## src/rtl/cp0_reg_pkg.sv

```systemverilog
// cp0_reg_pkg
// Shared architectural constants for the CP0 register file: register bus type,
// CP0 register numbers, reset constants for Status/Config/PrId, the Cause
// software-writable bit mask, and a helper that assembles the visible Cause word.
package cp0_reg_pkg;

    localparam int REG_W = 32;

    typedef logic [REG_W-1:0] reg_bus_t;

    localparam reg_bus_t ZERO_WORD     = '0;
    localparam logic     WRITE_ENABLE  = 1'b1;
    localparam logic     WRITE_DISABLE = 1'b0;

    // CP0 register numbers served by this block
    localparam logic [4:0] CP0_REG_COUNT   = 5'd9;
    localparam logic [4:0] CP0_REG_COMPARE = 5'd11;
    localparam logic [4:0] CP0_REG_STATUS  = 5'd12;
    localparam logic [4:0] CP0_REG_CAUSE   = 5'd13;
    localparam logic [4:0] CP0_REG_EPC     = 5'd14;
    localparam logic [4:0] CP0_REG_PRID    = 5'd15;
    localparam logic [4:0] CP0_REG_CONFIG  = 5'd16;

    // Reset / fixed values
    localparam reg_bus_t STATUS_RESET = 32'h1000_0000;  // CU0 = 1
    localparam reg_bus_t CONFIG_RESET = 32'h0000_8000;  // BE = 1
    localparam reg_bus_t PRID_RESET   = 32'h0048_0102;

    // Cause bits software may write: IV(23), WP(22), IP[1:0](9:8)
    localparam reg_bus_t CAUSE_WR_MASK = 32'h00C0_0300;

    // Hardware interrupt pending field IP[7:2] lives at Cause[15:10]
    localparam int CAUSE_IP_HW_LSB = 10;
    localparam int CAUSE_IP_HW_W   = 6;

    // Visible Cause word: masked software bits merged with the sampled IP[7:2].
    function automatic reg_bus_t cause_view(input reg_bus_t sw_bits,
                                            input logic [CAUSE_IP_HW_W-1:0] ip_hw);
        reg_bus_t hw_bits;
        hw_bits = ZERO_WORD;
        hw_bits[CAUSE_IP_HW_LSB +: CAUSE_IP_HW_W] = ip_hw;
        return (sw_bits & CAUSE_WR_MASK) | hw_bits;
    endfunction

endpackage

```

## src/rtl/cp0_reg.sv

```systemverilog
// cp0_reg
// Coprocessor-0 register file for the five-stage core. Accepts the write-back
// stage's CP0 write, serves a combinational read to the execute stage, runs the
// Count/Compare timer and samples the external interrupt lines into Cause.
//
// Ports:
//   clk          core clock, all state updates on the rising edge
//   rst          asynchronous active-high reset
//   we_i         write enable from write-back
//   waddr_i      CP0 register number to write
//   data_i       write data
//   raddr_i      CP0 register number read by execute
//   int_i        level-sensitive hardware interrupt lines (int_i[5] = timer at top)
//   data_o       combinational read data for raddr_i (0 for unmapped)
//   count_o ... prid_o  direct views of each register
//   timer_int_o  sticky timer interrupt, cleared by a Compare write
module cp0_reg
    import cp0_reg_pkg::*;
(
    input  logic        clk,
    input  logic        rst,
    input  logic        we_i,
    input  logic [4:0]  waddr_i,
    input  logic [31:0] data_i,
    input  logic [4:0]  raddr_i,
    input  logic [5:0]  int_i,
    output logic [31:0] data_o,
    output logic [31:0] count_o,
    output logic [31:0] compare_o,
    output logic [31:0] status_o,
    output logic [31:0] cause_o,
    output logic [31:0] epc_o,
    output logic [31:0] config_o,
    output logic [31:0] prid_o,
    output logic        timer_int_o
);

    reg_bus_t                   count;
    reg_bus_t                   compare;
    reg_bus_t                   status;
    reg_bus_t                   cause_sw;
    logic [CAUSE_IP_HW_W-1:0]   cause_ip_hw;
    reg_bus_t                   epc;
    logic                       timer_int;
    logic                       timer_match;

    // Compare = 0 is the "timer disabled" encoding and never raises the interrupt.
    assign timer_match = (compare != ZERO_WORD) && (count == compare);

    // All CP0 state. Later assignments in the write case override the per-cycle
    // defaults: a Count write suppresses the increment and a Compare write
    // clears the timer even when a match happens in the same cycle.
    always_ff @(posedge clk or posedge rst) begin
        if (rst) begin
            count       <= ZERO_WORD;
            compare     <= ZERO_WORD;
            status      <= STATUS_RESET;
            cause_sw    <= ZERO_WORD;
            cause_ip_hw <= '0;
            epc         <= ZERO_WORD;
            timer_int   <= 1'b0;
        end else begin
            count       <= count + 32'd1;
            cause_ip_hw <= int_i;
            if (timer_match) begin
                timer_int <= 1'b1;
            end
            if (we_i == WRITE_ENABLE) begin
                case (waddr_i)
                    CP0_REG_COUNT: begin
                        count <= data_i;
                    end
                    CP0_REG_COMPARE: begin
                        compare   <= data_i;
                        timer_int <= 1'b0;
                    end
                    CP0_REG_STATUS: begin
                        status <= data_i;
                    end
                    CP0_REG_CAUSE: begin
                        cause_sw <= data_i & CAUSE_WR_MASK;
                    end
                    CP0_REG_EPC: begin
                        epc <= data_i;
                    end
                    default: begin
                        // PrId, Config and unmapped numbers ignore writes
                    end
                endcase
            end
        end
    end

    // Direct register views
    assign count_o     = count;
    assign compare_o   = compare;
    assign status_o    = status;
    assign cause_o     = cause_view(cause_sw, cause_ip_hw);
    assign epc_o       = epc;
    assign config_o    = CONFIG_RESET;
    assign prid_o      = PRID_RESET;
    assign timer_int_o = timer_int;

    // Read mux over stored state only; no bypass of a same-cycle write since
    // the execute stage forwards in-flight CP0 writes itself.
    always_comb begin
        data_o = ZERO_WORD;
        case (raddr_i)
            CP0_REG_COUNT:   data_o = count;
            CP0_REG_COMPARE: data_o = compare;
            CP0_REG_STATUS:  data_o = status;
            CP0_REG_CAUSE:   data_o = cause_view(cause_sw, cause_ip_hw);
            CP0_REG_EPC:     data_o = epc;
            CP0_REG_PRID:    data_o = PRID_RESET;
            CP0_REG_CONFIG:  data_o = CONFIG_RESET;
            default:         data_o = ZERO_WORD;
        endcase
    end

endmodule

```

## config.mk

```make
export PLATFORM = sky130hd
export DESIGN_NAME = cp0_reg
export DESIGN_NICKNAME = d
export VERILOG_FILES = /design/src/rtl/cp0_reg_pkg.sv /design/src/rtl/cp0_reg.sv
export SDC_FILE = /design/constraint.sdc
export NUM_CORES = 1
export LEC_CHECK = 0
export BUFFER_PORTS_ARGS = -buffer_cell sky130_fd_sc_hd__clkbuf_2
export CORE_MARGIN = 5
export CORE_UTILIZATION = 45
export DETAILED_ROUTE_END_ITERATION = 8
export PLACE_DENSITY = 0.86
export SYNTH_ARGS = -nofsm -noshare
export SYNTH_HDL_FRONTEND = slang
export SYNTH_SLANG_ARGS = --single-unit
```

## constraint.sdc

```tcl
create_clock -name clk -period 5.2 [get_ports clk]
set_clock_uncertainty 0.05 [all_clocks]
set_input_delay 1.56 -clock clk [delete_from_list [all_inputs] [get_ports clk]]
set_output_delay 1.56 -clock clk [all_outputs]
set_load 0.03 [all_outputs]
```

==> impl_results.md <==
- Crit Reg-Reg Endpoint: count_o[26]
- Layout Area Growth over Synthesis: 22.5%
- Peak supply drop: 0.258 mV
- Clock root cell: clkbuf_16
- Max Freq: between 200 and 250 MHz
- Initial Util: 46.1%
- Gr usage total: a little under a quarter
- WP data required: 3590 ps
- Synth top area share: between 40% and 50%
- Reg-to-reg slack, setup: 2600 ps
- Slew @ Worst Pin: a little over 1000 ps
- # port buffers: ~220
- Highest-delay cell along the critical path: nor3b_2
- Avg Cell Area, Syn: 11.1 sq um
- Area post-placement: 8720 sq um
- Routability congestion estimate: 0.819
- Vias: just over 6k
- Post-synth EDFFs: 0
- Initial DRC Count: 265
- Clk_lat worst skew: 430 ps
- Hpwl dp: 17400 um
- Gr ovfl total: 0
- Synth async-reset ratio: 100%
- Tmin final: about 4800 ps
- Die height: 141 um
- Routed Antenna Nets: 0
- Clk slew on worst S/H paths: 60 ps
- Nets: 958
- DIE WIDTH: about 140 um
- Sequential area share after synthesis: a little under half
- Synth Instances: slightly below 700
- Total clock sinks: approximately 140
- Pleak: 4.57 nW
- Row count: between 40 and 50
- Synth cell types: 40
- Cts hold-fix bufs: 0
- Status: completed
- Hold path endpoint: timer_int_o
- Filler cell count: 1444
- Drt via density: roughly 5.4
- HP Start: timer_int_o
- Max Cap Violations: 0
- Layout cell share with drive strength beyond 1: 41.6%
- Initial antenna violation count: 1
- Post-CTS Setup Bufs: 0
- Max_slew headroom: between 30% and 40%
- Synthesis-stage register bit count: 139
- Vias in the first global route: 6249
- RSZ-0062 raised after global routing: false
- # IOs: 308
- Final instance area: 9410 sq um
- WS Path Type: input port to output pin
- Post-Route WL: 23900 um
- Hold Crit Class: flip-flop to flip-flop
- Setup crit start kind: input port
- Hold Crit Depth: 2
- CP Max Fanout: 6
- CTS tree: done
- CTS buffer count: 17
- Cell area after synthesis: 7680 sq um
- Post-cts sizing count: 0
- Worst path top cell family by delay: simple AND/OR/NAND/NOR gates
- Die ar.: 19800 sq um
- Setup TNS: 0 ps
- Most numerous cell in the Yosys netlist: dfrtp_1
- Slowest stage delay, CP: 360 ps
- Core Footprint: around 17000 sq um
- Top cells by area, synth: dfrtp_1 (45%), mux2_2 (15%), buf_4 (8.4%)
- DRT Pass-1 Iters: 5
- PD cells: 503 nW/um^2
- Final Max Slew Viols: 0
- H-tree depth: 4
- First-pass GRT wire length: 36500 um
- CP arrival: 3140 ps
- Final Util: 56.5%
- Cell taking the most area after synthesis: dfrtp_1
- RR Startpoint: count_o[0]
- Worst path bufs/invs: 3
- Final worst-path cycle share: 91.4%
- Clock Tree Buf Depth: 2
- Predominant post-synthesis flop cell: dfrtp_1
- DR WL/cell: 21.0 um
- Crit-path cells: clkbuf_2 > nor2b_1 > nand2_1 > nor3b_2 > buf_4 > o2bb2ai_1 > a221o_1 > clkbuf_2
- Most frequent cells after synthesis: dfrtp_1 (138), mux2_2 (100), buf_4 (86)
- Post-route DRC: 0
- Final hold violations: 0
- Worst r2r path cells: 6
- Critical Path Sink Type: output pin
- Syn. warnings: 0
- Endpoints failing setup: 0
- CP dominant cell by count: clkbuf_2
- Largest net degree at the start of global routing: 140
## where the power goes
part           internal (mW)  total, mW  switching (mW)  leakage (nW)
combinational          0.549       1.60            1.05          2.52
clock                  0.916       1.41           0.496         0.334
sequential              1.33       1.72           0.387          1.72
total                   2.80       4.73            1.94          4.57
## per-layer routing
metal	share of wire, %	vias up	wire [um]	GRT usage [%]
met4	1.9	0	447	6.94
met5	0	-	0	0
met3	7.4	33	1760	5.76
met1	41	3081	9890	30.4
met2	49	282	11800	40.1
li1	-	2733	-	-
## kinds of logic (layout without fill, tap and decap cells)
family / after synthesis / in the layout / share of synthesized area [%]
other: 2 / 87 / 0.0978
XOR/XNOR: 62 / 62 / 7.07
buffers and inverters: 133 / 277 / 11.0
adder cells (fa/ha/maj): 1 / 1 / 0.163
AND/OR/NAND/NOR: 141 / 141 / 9.62
multiplexers: 133 / 133 / 19.0
AO/OA/AOI/OAI: 80 / 80 / 7.71
flip-flops: 139 / 139 / 45.3
## cells in the final DEF, fill, tap and decap left out, drive strengths merged, types with 2 or more instances in the layout
cell and n:
mux2i 32, mux2 101, a221o 30, xnor2 57
and3 3, xor2 5, nor4 18, nand3b 2
clkinv 7, nor2b 2, o21ai 6, o211ai 3
dfrtp 138, bufinv 6, buf 15, inv 9
nor3 12, a21oi 32, and4 5, nand2 14
o2bb2ai 7, clkbuf 239, nand3 11, nor2 57
nand4 13, conb 86
## worst register-to-register path, stage by stage, from the launching register on
cell	delay, ps
dfrtp_1	480
ha_1	240
and3_1	280
nand3_1	640
nor4_1	530
xnor2_1	160
a21oi_1	80
## state kept, by name (all words and copies together), names as in the netlist
| name | count |
|---|---|
| cause_sw | 4 |
| compare_o | 32 |
| status_o | 32 |
| count_o | 32 |
| timer_int_o | 1 |
| epc_o | 32 |
| cause_ip_hw | 6 |
## cell type report
cell class / count / area (sq um) / area share, %
multi-input cells: 503 / 3700 / 39.3
diodes: 1 / 2.50 / 0.0266
well taps: 220 / 275 / 2.93
repair buffers: 236 / 1230 / 13.1
inverters: 9 / 37.5 / 0.399
clock inverters: 14 / 243 / 2.58
clock buffers: 18 / 439 / 4.67
flip-flops and latches: 139 / 3480 / 37.0
## worst max path at each step
stage	from	endpoint	slack [ps]	depth (start not counted)
after floorplan	raddr_i[1]	data_o[15]	540	5
after global placement	raddr_i[1]	data_o[26]	530	6
after detailed placement	raddr_i[3]	data_o[23]	460	8
after CTS	raddr_i[3]	data_o[23]	460	8
after global routing	raddr_i[3]	data_o[23]	330	8
final	raddr_i[3]	data_o[23]	450	8
## per-stage QoR
stage	worst slack [ps]	power, mW	hold slack (ps)	cells
5_1_grt	330	4.94	481	1140
4_1_cts	462	4.76	465	1139
6_report	446	4.73	462	1140
3_5_place_dp	462	3.34	458	1107
3_3_place_gp	527	3.30	456	1107
2_1_floorplan	543	2.83	601	775
Note: power is estimated with default switching activity, not from simulation.
